<file path="config.mk">
export PLATFORM = sky130hd
export DESIGN_NAME = instruction_fetch_flat
export DESIGN_NICKNAME = d
export VERILOG_FILES = /design/src/rtl/instruction_fetch_if.sv /design/src/rtl/instruction_fetch.sv /design/src/flat_wrapper.sv
export SDC_FILE = /design/constraint.sdc
export NUM_CORES = 1
export LEC_CHECK = 0
export ABC_CLOCK_PERIOD_IN_PS = 2100
export BUFFER_PORTS_ARGS = -buffer_cell sky130_fd_sc_hd__buf_2
export CAP_MARGIN = 5
export CORE_MARGIN = 8
export CORE_UTILIZATION = 49
export CTS_CLUSTER_DIAMETER = 80
export DETAILED_ROUTE_END_ITERATION = 6
export PLACE_DENSITY = 0.8
export SLEW_MARGIN = 25
export SYNTH_ARGS = -nofsm -noshare
export SYNTH_HDL_FRONTEND = slang
export SYNTH_SLANG_ARGS = --single-unit
</file>
<file path="constraint.sdc">
create_clock -name iCLK -period 2.1 [get_ports iCLK]
set_input_delay 0.42 -clock iCLK [delete_from_list [all_inputs] [get_ports iCLK]]
set_output_delay 0.42 -clock iCLK [all_outputs]
set_load 0.1 [all_outputs]
</file>
<file path="src/rtl/instruction_fetch_if.sv">
// ---------------------------------------------------------------------------
// instruction_fetch_if
// Bundles the bus signals of the fetch stage: the instruction-memory
// request/acknowledge read port, the redirect input and the downstream
// valid/ready instruction port. Signal names keep the original port names.
//   master : the fetch stage (drives oIMEM_*, oVALID, oIR, oPC, oMISALIGN)
//   slave  : memory / downstream / redirect source side
// ---------------------------------------------------------------------------
interface instruction_fetch_if #(
    parameter int unsigned PC_W = 8
);
    logic            oIMEM_REQ;
    logic [PC_W-1:0] oIMEM_ADDR;
    logic            iIMEM_ACK;
    logic [31:0]     iIMEM_DATA;
    logic            iREDIRECT;
    logic [PC_W-1:0] iREDIRECT_PC;
    logic            iREADY;
    logic            oVALID;
    logic [31:0]     oIR;
    logic [PC_W-1:0] oPC;
    logic            oMISALIGN;

    modport master (
        output oIMEM_REQ, oIMEM_ADDR, oVALID, oIR, oPC, oMISALIGN,
        input  iIMEM_ACK, iIMEM_DATA, iREDIRECT, iREDIRECT_PC, iREADY
    );

    modport slave (
        input  oIMEM_REQ, oIMEM_ADDR, oVALID, oIR, oPC, oMISALIGN,
        output iIMEM_ACK, iIMEM_DATA, iREDIRECT, iREDIRECT_PC, iREADY
    );
endinterface

</file>
<file path="src/rtl/instruction_fetch.sv">
// ---------------------------------------------------------------------------
// instruction_fetch
// Fetch stage: owns the program counter, reads instruction memory through a
// request/acknowledge port and hands each word (with its PC) downstream via
// valid/ready. A redirect flushes the held word and discards any in-flight
// read; a misaligned redirect target parks the stage in an error state.
// Ports:
//   iCLK   : clock, rising edge
//   iRST_N : asynchronous active-low reset
//   bus    : instruction_fetch_if.master (memory port, redirect, downstream)
// ---------------------------------------------------------------------------
module instruction_fetch #(
    parameter int unsigned     PC_W     = 8,
    parameter logic [PC_W-1:0] RESET_PC = '0,
    parameter logic [31:0]     NOP      = 32'h00000013
) (
    input  logic                   iCLK,
    input  logic                   iRST_N,
    instruction_fetch_if.master    bus
);

    typedef enum logic [2:0] {
        S_IDLE,
        S_FETCH,
        S_HOLD,
        S_DROP,
        S_ERR
    } state_t;

    state_t          r_state;
    state_t          w_state_nxt;

    logic [PC_W-1:0] r_pc;
    logic [PC_W-1:0] r_pend_pc;
    logic            r_pend_err;
    logic            r_req;
    logic            r_valid;
    logic [31:0]     r_ir;
    logic [PC_W-1:0] r_opc;
    logic            r_mis;

    logic [PC_W-1:0] w_pc_nxt;
    logic [PC_W-1:0] w_pend_pc_nxt;
    logic            w_pend_err_nxt;
    logic            w_req_nxt;
    logic            w_valid_nxt;
    logic [31:0]     w_ir_nxt;
    logic [PC_W-1:0] w_opc_nxt;
    logic            w_mis_nxt;

    logic            w_ack;
    logic            w_busy;
    logic            w_tgt_ok;

    // An ack only counts while a request is actually on the bus.
    assign w_ack    = bus.iIMEM_ACK & r_req;
    // Request still outstanding after this cycle: a redirect must drain it.
    assign w_busy   = r_req & ~bus.iIMEM_ACK;
    assign w_tgt_ok = (bus.iREDIRECT_PC[1:0] == 2'b00);

    always_ff @(posedge iCLK or negedge iRST_N) begin
        if (!iRST_N) begin
            r_state <= S_IDLE;
        end else begin
            r_state <= w_state_nxt;
        end
    end

    always_comb begin
        w_state_nxt    = r_state;
        w_pc_nxt       = r_pc;
        w_pend_pc_nxt  = r_pend_pc;
        w_pend_err_nxt = r_pend_err;
        w_valid_nxt    = r_valid;
        w_ir_nxt       = r_ir;
        w_opc_nxt      = r_opc;
        w_mis_nxt      = r_mis;

        if (bus.iREDIRECT) begin
            w_valid_nxt = 1'b0;
            w_ir_nxt    = NOP;
            // Covers FETCH and DROP alike: if the read completes in the same
            // cycle there is nothing left to drain, so the redirect acts at
            // once; otherwise the read is drained in DROP first.
            if (w_tgt_ok) begin
                w_mis_nxt = 1'b0;
                if (w_busy) begin
                    w_state_nxt    = S_DROP;
                    w_pend_pc_nxt  = bus.iREDIRECT_PC;
                    w_pend_err_nxt = 1'b0;
                end else begin
                    w_state_nxt = S_FETCH;
                    w_pc_nxt    = bus.iREDIRECT_PC;
                end
            end else begin
                w_mis_nxt = 1'b1;
                if (w_busy) begin
                    w_state_nxt    = S_DROP;
                    w_pend_err_nxt = 1'b1;
                end else begin
                    w_state_nxt = S_ERR;
                end
            end
        end else begin
            case (r_state)
                S_IDLE: begin
                    w_state_nxt = S_FETCH;
                end
                S_FETCH: begin
                    if (w_ack) begin
                        w_ir_nxt    = bus.iIMEM_DATA;
                        w_opc_nxt   = r_pc;
                        w_valid_nxt = 1'b1;
                        w_pc_nxt    = r_pc + PC_W'(4);
                        w_state_nxt = S_HOLD;
                    end
                end
                S_HOLD: begin
                    if (bus.iREADY) begin
                        w_valid_nxt = 1'b0;
                        w_ir_nxt    = NOP;
                        w_state_nxt = S_FETCH;
                    end
                end
                S_DROP: begin
                    if (w_ack) begin
                        if (r_pend_err) begin
                            w_state_nxt = S_ERR;
                        end else begin
                            w_pc_nxt    = r_pend_pc;
                            w_state_nxt = S_FETCH;
                        end
                    end
                end
                S_ERR: begin
                    w_state_nxt = S_ERR;
                end
                default: begin
                    w_state_nxt = S_IDLE;
                end
            endcase
        end

        w_req_nxt = (w_state_nxt == S_FETCH) || (w_state_nxt == S_DROP);
    end

    always_ff @(posedge iCLK or negedge iRST_N) begin
        if (!iRST_N) begin
            r_pc       <= RESET_PC;
            r_pend_pc  <= '0;
            r_pend_err <= 1'b0;
            r_req      <= 1'b0;
            r_valid    <= 1'b0;
            r_ir       <= NOP;
            r_opc      <= '0;
            r_mis      <= 1'b0;
        end else begin
            r_pc       <= w_pc_nxt;
            r_pend_pc  <= w_pend_pc_nxt;
            r_pend_err <= w_pend_err_nxt;
            r_req      <= w_req_nxt;
            r_valid    <= w_valid_nxt;
            r_ir       <= w_ir_nxt;
            r_opc      <= w_opc_nxt;
            r_mis      <= w_mis_nxt;
        end
    end

    assign bus.oIMEM_REQ  = r_req;
    assign bus.oIMEM_ADDR = r_pc;
    assign bus.oVALID     = r_valid;
    assign bus.oIR        = r_ir;
    assign bus.oPC        = r_opc;
    assign bus.oMISALIGN  = r_mis;

endmodule

</file>
<file path="src/flat_wrapper.sv">
// flat-port wrapper written by rule: the top's interface ports become plain ports
module instruction_fetch_flat 
#(
    parameter int unsigned     PC_W     = 8,
    parameter logic [PC_W-1:0] RESET_PC = '0,
    parameter logic [31:0]     NOP      = 32'h00000013
)
  (iCLK, iRST_N, bus_oIMEM_REQ, bus_oIMEM_ADDR, bus_oVALID, bus_oIR, bus_oPC, bus_oMISALIGN, bus_iIMEM_ACK, bus_iIMEM_DATA, bus_iREDIRECT, bus_iREDIRECT_PC, bus_iREADY);
  instruction_fetch_if #(.PC_W(PC_W)) bus_i ();
  input  logic iCLK;
  input  logic iRST_N;
  output wire logic [$bits(bus_i.oIMEM_REQ)-1:0] bus_oIMEM_REQ;
  output wire logic [$bits(bus_i.oIMEM_ADDR)-1:0] bus_oIMEM_ADDR;
  output wire logic [$bits(bus_i.oVALID)-1:0] bus_oVALID;
  output wire logic [$bits(bus_i.oIR)-1:0] bus_oIR;
  output wire logic [$bits(bus_i.oPC)-1:0] bus_oPC;
  output wire logic [$bits(bus_i.oMISALIGN)-1:0] bus_oMISALIGN;
  input wire logic [$bits(bus_i.iIMEM_ACK)-1:0] bus_iIMEM_ACK;
  input wire logic [$bits(bus_i.iIMEM_DATA)-1:0] bus_iIMEM_DATA;
  input wire logic [$bits(bus_i.iREDIRECT)-1:0] bus_iREDIRECT;
  input wire logic [$bits(bus_i.iREDIRECT_PC)-1:0] bus_iREDIRECT_PC;
  input wire logic [$bits(bus_i.iREADY)-1:0] bus_iREADY;
  assign bus_oIMEM_REQ = bus_i.oIMEM_REQ;
  assign bus_oIMEM_ADDR = bus_i.oIMEM_ADDR;
  assign bus_oVALID = bus_i.oVALID;
  assign bus_oIR = bus_i.oIR;
  assign bus_oPC = bus_i.oPC;
  assign bus_oMISALIGN = bus_i.oMISALIGN;
  assign bus_i.iIMEM_ACK = bus_iIMEM_ACK;
  assign bus_i.iIMEM_DATA = bus_iIMEM_DATA;
  assign bus_i.iREDIRECT = bus_iREDIRECT;
  assign bus_i.iREDIRECT_PC = bus_iREDIRECT_PC;
  assign bus_i.iREADY = bus_iREADY;
  instruction_fetch #(.PC_W(PC_W), .RESET_PC(RESET_PC), .NOP(NOP)) u_core (.iCLK(iCLK), .iRST_N(iRST_N), .bus(bus_i));
endmodule
</file>
==> results.toml <==
[global_route]
grt_pass1_vias = 2231
grt_max_degree = 36
antenna_found_initial = 0
grt_use_total = 0.173
grt_pass1_wl_mm = 11.4
grt_overflow = 0

[placement]
io_buffers = 95
hpwl_mm = 4.96
place_area_sq_um = 3240
place.gp.congestion = 0.851

[power_and_ir_drop]
leakagePower_nw = 1.78
power_density_nw_per_um2 = 1220
peakVddDrop_v = 0.000724

[setup_path]
crit_type = "reg -> reg"
cp-start-kind = "flip-flop"
path_buf_inv = 0
critPathMaxStageDelay_ps = 520
cp_top_family = "compound AO/OA/AOI/OAI gates"
slowest_stage = "dfrtp_1"
cp_max_fo = 12
cp_data_required_time_ps = 2290
cp_common_cell = "a211oi_1"
cp.arrival_ps = 2050
setup.worst_path.end_class = "flip-flop"
cp_cell_sequence = "a211oi_1, a22oi_2, a2111oi_0, a211oi_1"

[route]
dr.pass1.iters = 4
viasPerCell = 5.27
wirelength_mm = 6.80
vias = 2106
route.detailed.drc = 0
ant_nets = 0
wl_per_cell_um = 17.0
drtIter0Drc = 194

[clock_tree]
h-tree-depth = 3
clk_pin_slew_ps = 60
clkLatencyLatePin_ps = 340
cts_tree = "done"
clockRootBuffer = "clkbuf_8"
cts.sinks = 63
numCtsBuffers = 9
hold_buffers = 0
cts_setup_buffers = 0
cts_buffer_depth = 2
ctsResizeCount = 0

[final_layout]
final_core_util = 0.638
drive_gt1_frac = 0.433
diodes = 0
nets = 370
fillers = 434
syn2layout_area_growth_pct = 28.1
finalInstanceArea_sq_um = 3450

[floorplan]
chipHeight_um = 90.1
start_util = 0.498
design.portCount = 96
die_area_sq_um = 8120
placementRows = 27
die_w_um = 90.1
coreArea_sq_um = 5410

[logic_synthesis]
ys_dominant_reg_cell = "dfrtp_1"
synth-seq-cells = 63
syn_avg_cell_area_sq_um = 12.0
synth_cell_types = 48
yosysSeqAreaShare = 0.587
synth-edff-count = 0
synth-warning-count = 0
ys_async_sr_fraction = 1.00
yosysTopAreaCell = "dfrtp_1"
mappedNetlistArea_sq_um = 2690
synth_top_cells_by_area = "dfrtp_1 56%, a22o_1 9.4%, nand2_1 3.6%"
syn_inst = 224
synth_nets = 270
synth_top_area_frac = 0.558

[timing]
max_freq_mhz = 537
fin_crit_sh = 0.887
fin_crit_ps = 1860
relSlewSlack = 0.587
finalSetupViolations = 0
setup_tns_ps = 0
fin_skew_ps = 5.75
tightest_slew_ps = 619
rsz0062_at_grt = "false"
hold_viol_final = 0
finalMaxSlewViolations = 0

[status]
outcome = "finished, final reports clean"

[flow_run]
drv_cap = 0

[min_path]
min_path_type = "in -> async"
## final timing paths
kind                                    start                       end  slack, ps  cells after the start
setup reg to reg            u_core.r_state[2]  u_core.bus.oIMEM_ADDR[2]        240                      4
setup / recovery            u_core.r_state[2]  u_core.bus.oIMEM_ADDR[2]        240                      4
hold / removal                         iRST_N       u_core.r_pend_pc[3]        110                      2
max in group asynchronous              iRST_N         u_core.bus.oIR[1]       1650                      2
min in group iCLK          bus_iIMEM_DATA[21]        u_core.bus.oIR[21]        300                      2
hold reg to reg             u_core.bus.oPC[3]         u_core.bus.oPC[3]        470                      2
## per-stage QoR
stage          setup slack, ps  std cells  hold WS (ps)  power, mW
2_1_floorplan             56.0        224           124       2.81
3_3_place_gp               323        385           454       3.10
3_5_place_dp               256        385           459       3.13
4_1_cts                    307        400           110       4.23
5_1_grt                    166        400           130       4.38
6_report                   237        400           108       4.20
## final cells by class
class / count / area (sq um) / share of cell area
multi-input combinational: 141 / 1010 / 0.292
timing repair buffer: 105 / 551 / 0.160
sequential: 63 / 1580 / 0.459
inverter: 4 / 15.0 / 0.00436
clock buffer: 10 / 128 / 0.0370
tap: 72 / 90.1 / 0.0261
clock inverter: 5 / 75.1 / 0.0218
## synth_stat cells, types with 2 or more instances
library cell and number:
dfrtp_1 60, xnor2_1 2, nor2_1 9, nand2_1 26, nand4b_1 2, inv_1 4
buf_4 3, a22o_1 29, clkbuf_1 2, a2bb2oi_1 2, nand2_2 2, and2_1 2
nand2b_1 2, nor2b_1 2, o32a_1 3, a21boi_0 2, or3_1 2, nor3b_1 2
o21ai_0 8, o21ai_2 3, dfstp_2 3, a21oi_1 6, o41ai_1 2, o31ai_1 2
buf_2 10, a211oi_1 3, mux2_2 7, nand3_1 2, mux2i_1 2, nand3b_1 2
## metal layers
layer	global-route usage	routed length, um	share of wire	vias up
li1	-	-	-	1018
met1	0.203	2820	0.41	1016
met2	0.283	3460	0.51	57
met3	0.0507	342	0.050	15
met4	0.0888	184	0.027	0
met5	0	0	0	-
## sequential cells by signal (all words and copies together), names as in the netlist
signal                 count
u_core.bus.oIMEM_REQ       1
u_core.r_state             3
u_core.bus.oIMEM_ADDR      8
u_core.bus.oIR            32
u_core.bus.oPC             8
u_core.r_pend_err          1
u_core.bus.oVALID          1
u_core.r_pend_pc           8
u_core.bus.oMISALIGN       1
## kinds of logic (layout without fill, tap and decap cells)
group / count (synthesis) / count (layout) / share of synthesized area
AOI/OAI and AO/OA: 68 / 68 / 0.203
DFF: 63 / 63 / 0.587
and+or+nand+nor: 61 / 61 / 0.122
buffers and inverters: 20 / 124 / 0.0395
muxes: 9 / 9 / 0.0367
xor gates and xnor gates: 2 / 2 / 0.00651
adders and majority gates: 1 / 1 / 0.00465
## layout by cell type (no fill, tap or decap), types with 3 or more instances in the layout
master,count
a211oi_1,3
a21oi_1,6
a22o_1,29
buf_2,95
buf_4,10
clkbuf_8,9
clkinv_2,3
dfrtp_1,59
dfstp_2,3
inv_1,4
mux2_2,7
nand2_1,26
nor2_1,8
o21ai_0,8
o21ai_2,3
o32a_1,3
## where the power goes
part / internal [mW] / switching (mW)
Combinational: 0.302 / 1.25
Sequential: 1.39 / 0.155
Clock: 0.656 / 0.440
No activity file was read; power rests on OpenSTA's default activity.
